$ cat src/rtl/reg_file_sb16_if.sv
// Decode-stage bus of reg_file_sb16: operand reads, issue request, write-back and scoreboard view.
interface reg_file_sb16_if #(
    parameter int unsigned DATA_W = 16,
    parameter int unsigned ADDR_W = 4,
    parameter int unsigned NREGS  = 16
);
    logic [ADDR_W-1:0] ra_addr;
    logic              ra_en;
    logic [ADDR_W-1:0] rb_addr;
    logic              rb_en;
    logic [DATA_W-1:0] ra_data;
    logic [DATA_W-1:0] rb_data;
    logic              iss_en;
    logic              iss_wr;
    logic [ADDR_W-1:0] iss_addr;
    logic              wb_en;
    logic [ADDR_W-1:0] wb_addr;
    logic [DATA_W-1:0] wb_data;
    logic              stall;
    logic [NREGS-1:0]  busy_vec;

    modport master (
        output ra_addr, ra_en, rb_addr, rb_en,
        output iss_en, iss_wr, iss_addr,
        output wb_en, wb_addr, wb_data,
        input  ra_data, rb_data, stall, busy_vec
    );

    modport slave (
        input  ra_addr, ra_en, rb_addr, rb_en,
        input  iss_en, iss_wr, iss_addr,
        input  wb_en, wb_addr, wb_data,
        output ra_data, rb_data, stall, busy_vec
    );
endinterface

$ cat src/rtl/reg_file_sb16.sv
// 16x16 register file, 2 read / 1 write-back port, with a per-register busy scoreboard.
// Optional build macro REGFILE_BYPASS_EN adds write-to-read forwarding and same-cycle wake-up.
module reg_file_sb16 #(
    parameter int unsigned DATA_W = 16,
    parameter int unsigned ADDR_W = 4,
    parameter int unsigned NREGS  = 16
) (
    input logic          clk,
    input logic          reset,
    reg_file_sb16_if.slave bus
);

    logic [DATA_W-1:0] regs [NREGS];
    logic [NREGS-1:0]  busy;
    logic [NREGS-1:0]  busy_nxt;
    logic [NREGS-1:0]  busy_eff;
    logic              stall_int;
    logic              issue_ok;

`ifdef REGFILE_BYPASS_EN
    logic [NREGS-1:0] wb_hit;

    always_comb begin
        wb_hit = '0;
        if (bus.wb_en) wb_hit[bus.wb_addr] = 1'b1;
    end

    // A register being written back this cycle no longer blocks its consumers.
    assign busy_eff = busy & ~wb_hit;

    always_comb begin
        bus.ra_data = regs[bus.ra_addr];
        bus.rb_data = regs[bus.rb_addr];
        if (bus.wb_en && (bus.wb_addr == bus.ra_addr)) bus.ra_data = bus.wb_data;
        if (bus.wb_en && (bus.wb_addr == bus.rb_addr)) bus.rb_data = bus.wb_data;
    end
`else
    assign busy_eff = busy;

    always_comb begin
        bus.ra_data = regs[bus.ra_addr];
        bus.rb_data = regs[bus.rb_addr];
    end
`endif

    // RAW on either used operand, or WAW on the destination, blocks issue.
    assign stall_int = bus.iss_en &
                       ((bus.ra_en  & busy_eff[bus.ra_addr]) |
                        (bus.rb_en  & busy_eff[bus.rb_addr]) |
                        (bus.iss_wr & busy_eff[bus.iss_addr]));
    assign issue_ok  = bus.iss_en & ~stall_int;

    // Set is applied after clear so a new producer wins over a same-cycle write-back.
    always_comb begin
        busy_nxt = busy;
        if (bus.wb_en) busy_nxt[bus.wb_addr] = 1'b0;
        if (issue_ok && bus.iss_wr) busy_nxt[bus.iss_addr] = 1'b1;
    end

    always_ff @(posedge clk) begin
        if (reset) begin
            for (int i = 0; i < int'(NREGS); i++) regs[i] <= '0;
            busy <= '0;
        end else begin
            if (bus.wb_en) regs[bus.wb_addr] <= bus.wb_data;
            busy <= busy_nxt;
        end
    end

    assign bus.stall    = stall_int;
    assign bus.busy_vec = busy;

endmodule

$ cat src/flat_wrapper.sv
// flat-port wrapper written by rule: the top's interface ports become plain ports
module reg_file_sb16_flat 
#(
    parameter int unsigned DATA_W = 16,
    parameter int unsigned ADDR_W = 4,
    parameter int unsigned NREGS  = 16
)
  (clk, reset, bus_ra_addr, bus_ra_en, bus_rb_addr, bus_rb_en, bus_iss_en, bus_iss_wr, bus_iss_addr, bus_wb_en, bus_wb_addr, bus_wb_data, bus_ra_data, bus_rb_data, bus_stall, bus_busy_vec);
  reg_file_sb16_if #(.DATA_W(DATA_W), .ADDR_W(ADDR_W), .NREGS(NREGS)) bus_i ();
  input logic clk;
  input logic reset;
  input wire logic [$bits(bus_i.ra_addr)-1:0] bus_ra_addr;
  input wire logic [$bits(bus_i.ra_en)-1:0] bus_ra_en;
  input wire logic [$bits(bus_i.rb_addr)-1:0] bus_rb_addr;
  input wire logic [$bits(bus_i.rb_en)-1:0] bus_rb_en;
  input wire logic [$bits(bus_i.iss_en)-1:0] bus_iss_en;
  input wire logic [$bits(bus_i.iss_wr)-1:0] bus_iss_wr;
  input wire logic [$bits(bus_i.iss_addr)-1:0] bus_iss_addr;
  input wire logic [$bits(bus_i.wb_en)-1:0] bus_wb_en;
  input wire logic [$bits(bus_i.wb_addr)-1:0] bus_wb_addr;
  input wire logic [$bits(bus_i.wb_data)-1:0] bus_wb_data;
  output wire logic [$bits(bus_i.ra_data)-1:0] bus_ra_data;
  output wire logic [$bits(bus_i.rb_data)-1:0] bus_rb_data;
  output wire logic [$bits(bus_i.stall)-1:0] bus_stall;
  output wire logic [$bits(bus_i.busy_vec)-1:0] bus_busy_vec;
  assign bus_i.ra_addr = bus_ra_addr;
  assign bus_i.ra_en = bus_ra_en;
  assign bus_i.rb_addr = bus_rb_addr;
  assign bus_i.rb_en = bus_rb_en;
  assign bus_i.iss_en = bus_iss_en;
  assign bus_i.iss_wr = bus_iss_wr;
  assign bus_i.iss_addr = bus_iss_addr;
  assign bus_i.wb_en = bus_wb_en;
  assign bus_i.wb_addr = bus_wb_addr;
  assign bus_i.wb_data = bus_wb_data;
  assign bus_ra_data = bus_i.ra_data;
  assign bus_rb_data = bus_i.rb_data;
  assign bus_stall = bus_i.stall;
  assign bus_busy_vec = bus_i.busy_vec;
  reg_file_sb16 #(.DATA_W(DATA_W), .ADDR_W(ADDR_W), .NREGS(NREGS)) u_core (.clk(clk), .reset(reset), .bus(bus_i));
endmodule
$ cat config.mk
export PLATFORM = sky130hd
export DESIGN_NAME = reg_file_sb16_flat
export DESIGN_NICKNAME = d
export VERILOG_FILES = /design/src/rtl/reg_file_sb16_if.sv /design/src/rtl/reg_file_sb16.sv /design/src/flat_wrapper.sv
export SDC_FILE = /design/constraint.sdc
export NUM_CORES = 1
export LEC_CHECK = 0
export CAP_MARGIN = 20
export CELL_PAD_IN_SITES_DETAIL_PLACEMENT = 0
export CELL_PAD_IN_SITES_GLOBAL_PLACEMENT = 1
export CORE_AREA = 2 2 167 169
export DETAILED_ROUTE_END_ITERATION = 10
export DIE_AREA = 0 0 169 171
export PLACE_DENSITY_LB_ADDON = 0.1
export SYNTH_ARGS = -nofsm -noshare
export SYNTH_HDL_FRONTEND = slang
export SYNTH_SLANG_ARGS = --single-unit
$ cat constraint.sdc
create_clock -name clk -period 2.95 [get_ports clk]
set_input_delay 0.295 -clock clk [delete_from_list [all_inputs] [get_ports clk]]
set_output_delay 0.295 -clock clk [all_outputs]
set_load 0.02 [all_outputs]
# Word level (Yosys, flattened, before mapping)
# Memories as Yosys holds them, arrays and structs flattened.
# Cells that the tools add are included.
# op_classes
magnitude_cmp,6
mux,20
bitwise_logic,11
n_reduce_logical,4
# ops
cell,count
two-way mux 16 bit,3
"< comparator 4 x 5 -> 1 bit, second input constant",4
AND 16 bit,1
inverter 16 bit,1
bitwise OR 16 bit,1
OR reduction 16 bit,1
binary-select mux 1 bit (select 4 bit),3
two-way mux 1 bit,11
demux 1 bit (select 4 bit),2
">= comparator 4 x 1 -> 1 bit, second input constant",2
AND 1 bit,5
two-way mux 4 bit,1
logical AND 1 bit,3
bitwise OR 1 bit,2
inverter 1 bit,1
# totals
regBits,16
mem_bits_rw,256
input_bits,39
output_inout_bits,49
word_cells,43
n_memories,1
# memory_table
memory,words,width,read_ports,rd_clocked_by_memory_dff,write_ports,line,text
u_core.regs,16,16,2,0,16,reg_file_sb16.sv:13,logic [DATA_W-1:0] regs [NREGS];

# Longest topological paths before layout
# logic_depth
word_depth,10
mapped_depth,7
ltp_nobuf,5

# Worst setup path before layout
# Ideal clock, no wire load.
# synth_timing
kind,input -> output
startpoint,input port bus_rb_addr[1]
endpoint,output port bus_rb_data[0]
t_arrival_ps,1868
required_ps,2655
setup_slack_ps,787
path_stages,5
path_buffers,3
path_cell_list,buf_4 > buf_2 > buf_1 > mux4_2 > mux4_2
# synth_between
elab_chain_len,1
# synth_lines
element,line,text
from (decl),flat_wrapper.sv:14,input wire logic [$bits(bus_i.rb_addr)-1:0] bus_rb_addr;
memory read (16 x 16 bit),--,
to (decl),flat_wrapper.sv:23,output wire logic [$bits(bus_i.rb_data)-1:0] bus_rb_data;
# No other way between the ends.

==> flow_metrics.tcl <==
set metrics [dict create \
    grt_max_degree 22 \
    yosysSeqAreaShare_pct 54.3 \
    cts_tree "built" \
    netlist_top_cells_area "edfxtp_1 (52%), mux4_2 (25%), and2_1 (11%)" \
    ys_types 39 \
    hold_depth 2 \
    drc 0 \
    pwr-share-comb_pct 14.7 \
    slowest_stage "clkdlybuf4s50_1" \
    vdd_drop_max_v 0.000424 \
    syn_inst 943 \
    io_buffer_count 87 \
    path_cells "mux4_2, mux4_2, clkdlybuf4s50_1" \
    routed_wirelength_microns 43800 \
    synth_area_per_cell_sq_um 15.6 \
    drv_slew 0 \
    netlist_area_sq_um 14700 \
    antenna_cells 0 \
    antenna_left 0 \
    status "finished clean" \
    cp_data_required_time_ns 2.65 \
    cts_made_buffers 30 \
    fin_nets 1097 \
    clockBufferDepth 3 \
    tightest_slew_ns 0.731 \
    final_util_pct 63.6 \
    slowest_delay_ns 0.59 \
    crit_type "reg2out" \
    globalRouteOverflowTotal 0 \
    drtPass1Iterations 7 \
    regToRegStartpoint "u_core.bus.busy_vec[14]" \
    hpwlAfterDp_microns 29100 \
    crit_family "multiplexers" \
    clkLatencyLatePin_ns 0.55 \
    ff2ff_path_depth 6 \
    reg2reg_to "u_core.bus.busy_vec[14]" \
    path_buf_inv 1 \
    min_from "u_core.bus.busy_vec[13]" \
    gp_congestion 0.863 \
    finalClockSkew_ns 0.00638 \
    relSlewSlack_pct 51.1 \
    post_cts_buffers 0 \
    fin_crit_ns 2.88 \
    htree_levels 1 \
    place_ws_ns 0.0122 \
    min_period_over_period_pct 97.5 \
    timing.final.ws_setup_ns 0.0747 \
    die_w_microns 169 \
    io_pins 88 \
    drive_above_1_share_pct 28.0 \
    setup_viol 0 \
    p_seq_share_pct 48.2 \
    dieArea_sq_um 28900 \
    end_kind "primary output" \
    grt_use_total_pct 31.0 \
    grt_pass1_vias 9794 \
    avgRoutedWirePerCell_microns 30.7 \
    antenna_found_initial 0 \
    maxCapViolations 0 \
    synth_warnings 0 \
    swShare_pct 24.5 \
    post_cts_resized 1 \
    start_util_pct 54.0 \
    clock-sinks 272 \
    hold_buffers 0 \
    syn_nets 982 \
    worst-path-max-fanout 2 \
    ff2ff_setup_slack_ns 1.13 \
    power_density_nw_per_um2 544 \
    grt_pass1_wl_microns 63900 \
    clock-root-buffer "clkbuf_16" \
    pwr-share-clk_pct 37.1 \
    die_y_microns 171 \
    grt_setup_unrepaired "no" \
    vias_per_cell 6.55 \
    cp.arrival_ns 2.58 \
    num_rows 61 \
    p_switching_mw 2.31 \
    syn_to_final_growth_pct 17.9 \
    coreArea_sq_um 27300 \
    fin_tns_setup_ns 0 \
    place_inst 1372 \
    power.internal_mw 7.14 \
    synth_top_area_share_pct 52.1 \
    critical_path_depth 3 \
    drt-initial-drc-count 911 \
    finalNonFillerCells 1427 \
    route.vias.total 9343 \
    synth_top_area_cell "edfxtp_1" \
    cp-start-kind "flip-flop" \
    hold_path.class "reg2reg" \
    leakage_nw 6.04 \
    holdPathEnd "u_core.bus.busy_vec[13]" \
    path_clk_slew_ns 0.06 \
    cpMostUsedCell "mux4_2" \
    fmax_mhz 348 \
    ys_ff_latch 272 \
    hold_violations 0 \
]
-- registers in the layout, indices dropped and copies added (netlist names) --
register,count
u_core.bus.busy_vec,16
u_core.regs,256
-- per-layer routing --
metal  global-route usage [%]  vias to the layer above  share of wire (%)
met1                     39.5                     4895                 37
met2                     54.8                      454                 52
met5                        0                        -                  0
met3                     4.83                       98                8.0
met4                     10.0                        0                3.2
li1                         -                     3896                  -
-- metrics by stage --
stage	hold slack, ns	area [sq um]	power [mW]
2_1_floorplan	0.493	14700	5.41
6_report	0.552	17400	9.45
4_1_cts	0.550	17400	9.48
5_1_grt	0.558	17400	9.69
3_3_place_gp	0.526	16500	5.97
3_5_place_dp	0.541	16500	6.02
-- how the worst max path moves through the flow --
| stage | to | slack, ns | start |
|---|---|---|---|
| final | bus_rb_data[14] | 0.07 | u_core.regs[15][14] |
| after global routing | bus_rb_data[14] | 0.03 | u_core.regs[15][14] |
| after CTS | bus_rb_data[14] | 0.07 | u_core.regs[15][14] |
| after detailed placement | bus_stall | 0.01 | bus_iss_addr[0] |
| after global placement | bus_stall | 0.04 | bus_iss_addr[0] |
| after floorplan | bus_rb_data[0] | 0.79 | bus_rb_addr[1] |
-- final cells by class --
| type | count | area, sq um |
|---|---|---|
| fillers | 1993 | 9940 |
| flip-flops and latches | 272 | 8010 |
| multi-input cells | 572 | 6310 |
| repair buffers | 164 | 1660 |
| clock buffers | 40 | 810 |
| well taps | 346 | 433 |
| clock inverters | 15 | 95.1 |
| inverters | 18 | 67.6 |
-- placed cells by master, fill, tap and decap left out, drive strengths merged, types with 2 or more instances in the layout --
master / instances
a21o: 8
a21oi: 8
a22oi: 4
and2: 257
buf: 81
clkbuf: 40
clkdlybuf4s50: 82
clkinv: 13
dfxtp: 16
edfxtp: 256
inv: 19
mux2i: 10
mux4: 167
nand2: 13
nand2b: 3
nand3: 3
nand3b: 4
nand4: 17
nand4b: 3
nor2: 36
nor2b: 5
nor3: 4
o2111ai: 3
o21ai: 8
o22ai: 8
or3: 3
or3b: 2
-- kinds of logic (layout without fill, tap and decap cells) --
family / after synthesis / count (layout) / synth area share, %
AO/OA/AOI/OAI: 41 / 41 / 2.03
buffers and inverters: 99 / 237 / 3.06
flip-flops: 272 / 272 / 54.3
multiplexers: 178 / 178 / 26.3
AND/OR/NAND/NOR: 353 / 353 / 14.3
-- power by group through the flow --
stage,sequential [mW],combinational [mW],clock [mW]
floorplan,4.58,0.821,0
global placement,4.60,1.36,0
detailed placement,4.64,1.38,0
CTS,4.56,1.39,3.54
global route,4.58,1.44,3.68
finish,4.56,1.39,3.51
-- worst reg2reg max path: cells and delay by family (launching register included) --
family                 cells  cell delay, ns
AOI/OAI and AO/OA          2            0.27
DFF                        1            0.38
buffers and inverters      1            0.21
muxes                      2            0.80
and+or+nand+nor            1            0.09
-- synth_stat cells (all sizes together) --
master and instances:
o22ai 8, mux2 1, nand4b 3, nor3 4, buf 40, a22oi 4, or3 3, and3b 1
o221ai 1, nor3b 1, o2111ai 3, a21oi 8, nand3b 4, nand2b 3, nand4 17, a21o 8
mux4 167, dfxtp 16, nor2b 5, o21a 1, nand3 3, o21ai 8, and3 1, nand2 13
or3b 2, edfxtp 256, clkbuf 41, inv 18, nor2 36, and2 257, mux2i 10
Note: power is estimated with default switching activity, not from simulation.
